$ cat src/rtl/seven_segments.sv
// Four-digit multiplexed seven-segment driver: clamps a 16-bit value to 9999,
// converts it with a free-running double-dabble engine and scans it onto active-low pins.
module seven_segments #(
   parameter int REFRESH_CYCLES = 2000
) (
   input  logic        clk_i,
   input  logic        rst_i,
   input  logic [15:0] bin_i,
   output logic [3:0]  anodo_o,
   output logic [6:0]  catodo_o
);

   localparam logic [1:0] ST_LOAD  = 2'd0;
   localparam logic [1:0] ST_SHIFT = 2'd1;
   localparam logic [1:0] ST_DONE  = 2'd2;

   localparam int CNT_W = (REFRESH_CYCLES > 1) ? $clog2(REFRESH_CYCLES) : 1;
   localparam logic [CNT_W-1:0] CNT_LAST = CNT_W'(REFRESH_CYCLES - 1);

   logic [1:0]       state_q, state_d;
   logic [3:0]       step_q, step_d;
   logic [15:0]      bin_sr_q, bin_sr_d;
   logic [15:0]      bcd_q, bcd_d;
   logic [15:0]      digit_q, digit_d;
   logic [CNT_W-1:0] cnt_q, cnt_d;
   logic [1:0]       idx_q, idx_d;
   logic [3:0]       anodo_q, anodo_d;
   logic [6:0]       catodo_q, catodo_d;
   logic [3:0]       cur_digit_s;
   logic             blank_s;
   logic [31:0]      dabbled_s;

   // One add-3-then-shift step over the {bcd, binary} pair.
   function automatic logic [31:0] dabble(input logic [31:0] v);
      logic [31:0] t;
      t = v;
      for (int n = 0; n < 4; n++) begin
         if (t[16 + 4*n +: 4] >= 4'd5) begin
            t[16 + 4*n +: 4] = t[16 + 4*n +: 4] + 4'd3;
         end else begin
            t[16 + 4*n +: 4] = t[16 + 4*n +: 4];
         end
      end
      return {t[30:0], 1'b0};
   endfunction

   function automatic logic [6:0] seg(input logic [3:0] d);
      case (d)
         4'd0:    seg = 7'b1000000;
         4'd1:    seg = 7'b1111001;
         4'd2:    seg = 7'b0100100;
         4'd3:    seg = 7'b0110000;
         4'd4:    seg = 7'b0011001;
         4'd5:    seg = 7'b0010010;
         4'd6:    seg = 7'b0000010;
         4'd7:    seg = 7'b1111000;
         4'd8:    seg = 7'b0000000;
         4'd9:    seg = 7'b0010000;
         default: seg = 7'b1111111;
      endcase
   endfunction

   assign dabbled_s = dabble({bcd_q, bin_sr_q});

   // Converter: LOAD (1) -> SHIFT (16) -> DONE (1), free-running.
   always_comb begin
      state_d  = state_q;
      step_d   = step_q;
      bin_sr_d = bin_sr_q;
      bcd_d    = bcd_q;
      digit_d  = digit_q;
      case (state_q)
         ST_LOAD: begin
            bin_sr_d = (bin_i > 16'd9999) ? 16'd9999 : bin_i;
            bcd_d    = 16'd0;
            step_d   = 4'd0;
            state_d  = ST_SHIFT;
         end
         ST_SHIFT: begin
            {bcd_d, bin_sr_d} = dabbled_s;
            step_d = step_q + 4'd1;
            if (step_q == 4'd15) begin
               state_d = ST_DONE;
            end else begin
               state_d = ST_SHIFT;
            end
         end
         ST_DONE: begin
            digit_d = bcd_q;
            state_d = ST_LOAD;
         end
         default: state_d = ST_LOAD;
      endcase
   end

   // Scan: refresh counter, digit index and the registered pin values.
   always_comb begin
      if (cnt_q == CNT_LAST) begin
         cnt_d = '0;
         idx_d = idx_q + 2'd1;
      end else begin
         cnt_d = cnt_q + CNT_W'(1'b1);
         idx_d = idx_q;
      end
      case (idx_q)
         2'd3:    begin cur_digit_s = digit_q[15:12]; blank_s = (digit_q[15:12] == 4'd0); end
         2'd2:    begin cur_digit_s = digit_q[11:8];  blank_s = (digit_q[15:8]  == 8'd0); end
         2'd1:    begin cur_digit_s = digit_q[7:4];   blank_s = (digit_q[15:4]  == 12'd0); end
         default: begin cur_digit_s = digit_q[3:0];   blank_s = 1'b0; end
      endcase
      anodo_d  = ~(4'b0001 << idx_q);
      catodo_d = blank_s ? 7'b1111111 : seg(cur_digit_s);
   end

   always_ff @(posedge clk_i or negedge rst_i) begin
      if (!rst_i) begin
         state_q  <= ST_LOAD;
         step_q   <= 4'd0;
         bin_sr_q <= 16'd0;
         bcd_q    <= 16'd0;
         digit_q  <= 16'd0;
         cnt_q    <= '0;
         idx_q    <= 2'd0;
         anodo_q  <= 4'b1111;
         catodo_q <= 7'b1111111;
      end else begin
         state_q  <= state_d;
         step_q   <= step_d;
         bin_sr_q <= bin_sr_d;
         bcd_q    <= bcd_d;
         digit_q  <= digit_d;
         cnt_q    <= cnt_d;
         idx_q    <= idx_d;
         anodo_q  <= anodo_d;
         catodo_q <= catodo_d;
      end
   end

   assign anodo_o  = anodo_q;
   assign catodo_o = catodo_q;

endmodule

$ cat config.mk
export PLATFORM = sky130hd
export DESIGN_NAME = seven_segments
export DESIGN_NICKNAME = d
export VERILOG_FILES = /design/src/rtl/seven_segments.sv
export SDC_FILE = /design/constraint.sdc
export NUM_CORES = 1
export LEC_CHECK = 0
export CORE_UTILIZATION = 50
export DETAILED_ROUTE_END_ITERATION = 16
export PLACE_DENSITY = 0.7
export SYNTH_ARGS = -nofsm -noshare
export SYNTH_HDL_FRONTEND = slang
export SYNTH_SLANG_ARGS = --single-unit
$ cat constraint.sdc
create_clock -name clk_i -period 6.5 [get_ports clk_i]
set_input_delay 0.65 -clock clk_i [delete_from_list [all_inputs] [get_ports clk_i]]
set_output_delay 0.65 -clock clk_i [all_outputs]
set_load 0.1 [all_outputs]
==> impl_results.md <==
* Status: finished clean
* Maximum root-to-sink buffer count at 2
* Ys Warns at 0
* Final worst setup slack at 3.86 ns
* Total GRT Usage at roughly a fifth
* Final Hold Vio Count at 0
* Top delay family on crit path: buffers and inverters
* DP Wirelength at 4.64 mm
* Grt ovf at 0
* Placer congestion estimate at 0.757
* Buf/Inv on CP at 1
* Tot Pwr at about 1500 uW
* Initial DRC count at 138
* Setup TNS Final at 0 ns
* CTS tree: built
* # diodes at 0
* Remaining antenna violation count at 0
* CTS resizes at 0
* WS Path Type: reg -> out
* # IOs at 29
* First-pass GRT wire length at around 12 mm
* Crit-path cells: clkdlybuf4s50_1
* RSZ-0062 raised after global routing: no
* Final setup fails at 0
* Power density over the cells at about 330 nW/um2
* Placed cell area at roughly 4200 um2
* Row cnt at 31
* Finished layout cell area at 4400 um2
* DIE AREA at between 8000 and 9000 um2
* Crit-path max FO at 1
* Crit path largest cell delay at roughly 1.1 ns
* Synthesized flop and latch total at 78
* CP Launch Type: register
* Syn Area/Cell at 10.4 um2
* Slew Viols, Final at 0
* Vias post-DR at 2724
* Synthesized area at 3820 um2
* Clk root buf: clkbuf_8
* HP Class: in -> async
* Final wirelength at between 6 and 7 mm
* Critical path arrival at 1.99 ns
* Clock sinks at 78
* Initial Util at 52.2%
* Max cap viols at 0
* Hold Buf Count CTS at 0
* Post-synthesis cell type count at 51
* Routed length per instance at 13.6 um
* Slowest-stage cell, CP: clkdlybuf4s50_1
* Skew final at ~0.016 ns
* Pre-CTS setup slack at 4.05 ns
* Largest net degree at the start of global routing at 79
* Clock transition at the registers of the reported paths at roughly 0.08 ns
* Core Footprint at between 7000 and 8000 um2
* Top FF cell, synth: dfrtp_1
* Critical Path RT at 5.85 ns
* Cells after Synth at 369
* Max frequency at 379 MHz
* Layout area overhead at 15.2%
* Part of the Yosys area used for sequential elements at 51.4%
* Post-CTS setup buffers at 0
* Port Buffer Count at 28
* Die Y at 89.5 um
* # nets final at 432
* Syn Nets at a little over 400
* H-tree depth at 3
* Pleak at 0.00189 uW
* Clock Latency Late Sink at 0.35 ns
* Horiz. Die Dim at 89.5 um
* Share of post-route cells with drive strength above 1 at about an eighth
* Post-layout minimum cycle time at between 2 and 3 ns
* Vias in the first global route at 2527
* Post-synth ARST share at 100%
* Drt via density at about 5.4
* Worst Max-Slew Pin Slew at 0.963 ns
* Worst VDD drop at 0.136 mV
* CP endpoint kind: output port
* DRT Pass-1 Iters at 5
* DRC at 0
* Antenna violations before repair at 0
* Fillers at 598
* Total CTS buffers at 9
* Final period util at 40.6%
* EDFF count, synth at 0
* Rel. slew slack at 35.6%
[flip-flops by register name, summed over array words and instances, names as in the netlist]
register / flops
state_q: 2
cnt_q: 11
digit_q: 16
bcd_q: 16
bin_sr_q: 16
idx_q: 2
catodo_o: 7
anodo_o: 4
step_q: 4
[per-layer routing]
metal  share of wire (%)  global-route usage, %  up-vias  wire length, um
li1                    -                      -     1376                -
met1                  49                   25.4     1296             3320
met2                  47                   30.4       45             3170
met3                 2.6                   3.32        7              175
met4                 1.7                   8.23        0              112
met5                   0                      0        -                0
[report_power, final]
group,internal (uW),switching [uW]
Combinational,154,269
Sequential,578,61.8
Clock,217,183
[logic make-up (layout without fill, tap and decap cells)]
family / count (synthesis) / after routing / synth area share, %
AND/OR/NAND/NOR: 104 / 104 / 13.4
AO/OA/AOI/OAI: 100 / 100 / 17.0
flip-flops: 78 / 78 / 51.4
buffers and inverters: 36 / 68 / 3.57
multiplexers: 19 / 19 / 5.53
adder cells (fa/ha/maj): 18 / 18 / 5.89
XOR/XNOR: 14 / 14 / 3.21
[synthesized netlist by cell type, drive strengths merged, types with 2 or more instances]
| cell type | number | share of area (%) |
|---|---|---|
| nor3 | 9 | 1.2 |
| xor2 | 6 | 1.4 |
| dfrtp | 67 | 44 |
| inv | 23 | 2.3 |
| xnor2 | 8 | 1.8 |
| nand2 | 56 | 5.5 |
| nor2b | 4 | 0.65 |
| a222oi | 4 | 1.0 |
| mux2 | 14 | 4.1 |
| a22o | 2 | 0.46 |
| nor4 | 3 | 0.88 |
| nand4 | 3 | 0.49 |
| a2111oi | 3 | 1.2 |
| nor2 | 6 | 0.59 |
| a22oi | 2 | 0.39 |
| a32oi | 4 | 0.92 |
| nand2b | 6 | 0.98 |
| a21oi | 7 | 0.92 |
| dfstp | 11 | 7.6 |
| a211oi | 4 | 0.92 |
| o31ai | 4 | 0.79 |
| mux2i | 5 | 1.4 |
| nand3 | 6 | 0.92 |
| or4 | 4 | 0.88 |
| clkbuf | 12 | 1.2 |
| o21ai | 56 | 7.3 |
| o32ai | 5 | 1.1 |
| o22ai | 2 | 0.33 |
| ha | 18 | 5.9 |
[final timing paths]
kind,start,endpoint,slack (ns),cells after the start
worst min register to register,bin_sr_q[4]$_DFFE_PN0P_,bin_sr_q[4]$_DFFE_PN0P_,0.48,2
worst max register to register,idx_q[0]$_DFFE_PN0N_,catodo_o[3]$_DFF_PN1_,4.25,7
worst max-delay path,catodo_o[1]$_DFF_PN1_,catodo_o[1],3.86,1
min in group clk_i,bin_sr_q[4]$_DFFE_PN0P_,bin_sr_q[4]$_DFFE_PN0P_,0.48,2
max in group asynchronous,rst_i,bin_sr_q[15]$_DFFE_PN0P_,5.43,1
worst min-delay path,rst_i,digit_q[0]$_DFFE_PN0N_,0.44,1
[cells in the final DEF, fill, tap and decap left out, types with 2 or more instances in the layout]
cell type | synthesis | layout
dfrtp_1 | 67 | 67
mux2_2 | 14 | 14
ha_1 | 18 | 18
clkbuf_8 | 0 | 9
nand2b_1 | 6 | 6
or4_1 | 3 | 3
a211oi_1 | 3 | 3
a22oi_1 | 2 | 2
a2111oi_0 | 2 | 2
nor3_1 | 9 | 9
inv_1 | 23 | 23
o21ai_0 | 55 | 55
o31ai_1 | 4 | 4
xor2_1 | 6 | 6
nand3_1 | 5 | 5
clkdlybuf4s50_1 | 0 | 27
a21oi_1 | 7 | 7
nor4_1 | 2 | 2
dfstp_2 | 11 | 11
a32oi_1 | 4 | 4
xnor2_1 | 8 | 8
nand2_1 | 56 | 56
buf_4 | 0 | 2
a222oi_1 | 4 | 4
clkinvlp_4 | 0 | 3
a22o_1 | 2 | 2
nor2_1 | 6 | 6
o22ai_1 | 2 | 2
o32ai_1 | 5 | 5
bufinv_16 | 0 | 2
mux2i_1 | 4 | 4
nand4_1 | 3 | 3
nor2b_1 | 4 | 4
[final cells by class]
type | count | area, um2 | area share (%)
timing repair buffer | 29 | 285 | 6.48
sequential | 78 | 1970 | 44.6
multi-input combinational | 255 | 1720 | 39.1
tap | 99 | 124 | 2.81
clock inverter | 7 | 96.3 | 2.19
clock buffer | 9 | 124 | 2.81
inverter | 23 | 86.3 | 1.96
[through the flow]
step | util (%) | instances | hold WS [ns]
final | 60.1 | 500 | 0.442
after global routing | 60.1 | 500 | 0.509
after CTS | 60.1 | 500 | 0.481
after detailed placement | 57.1 | 484 | 0.472
after global placement | 57.1 | 484 | 0.466
after floorplan | - | 369 | 0.354
Note: power is estimated with default switching activity, not from simulation.
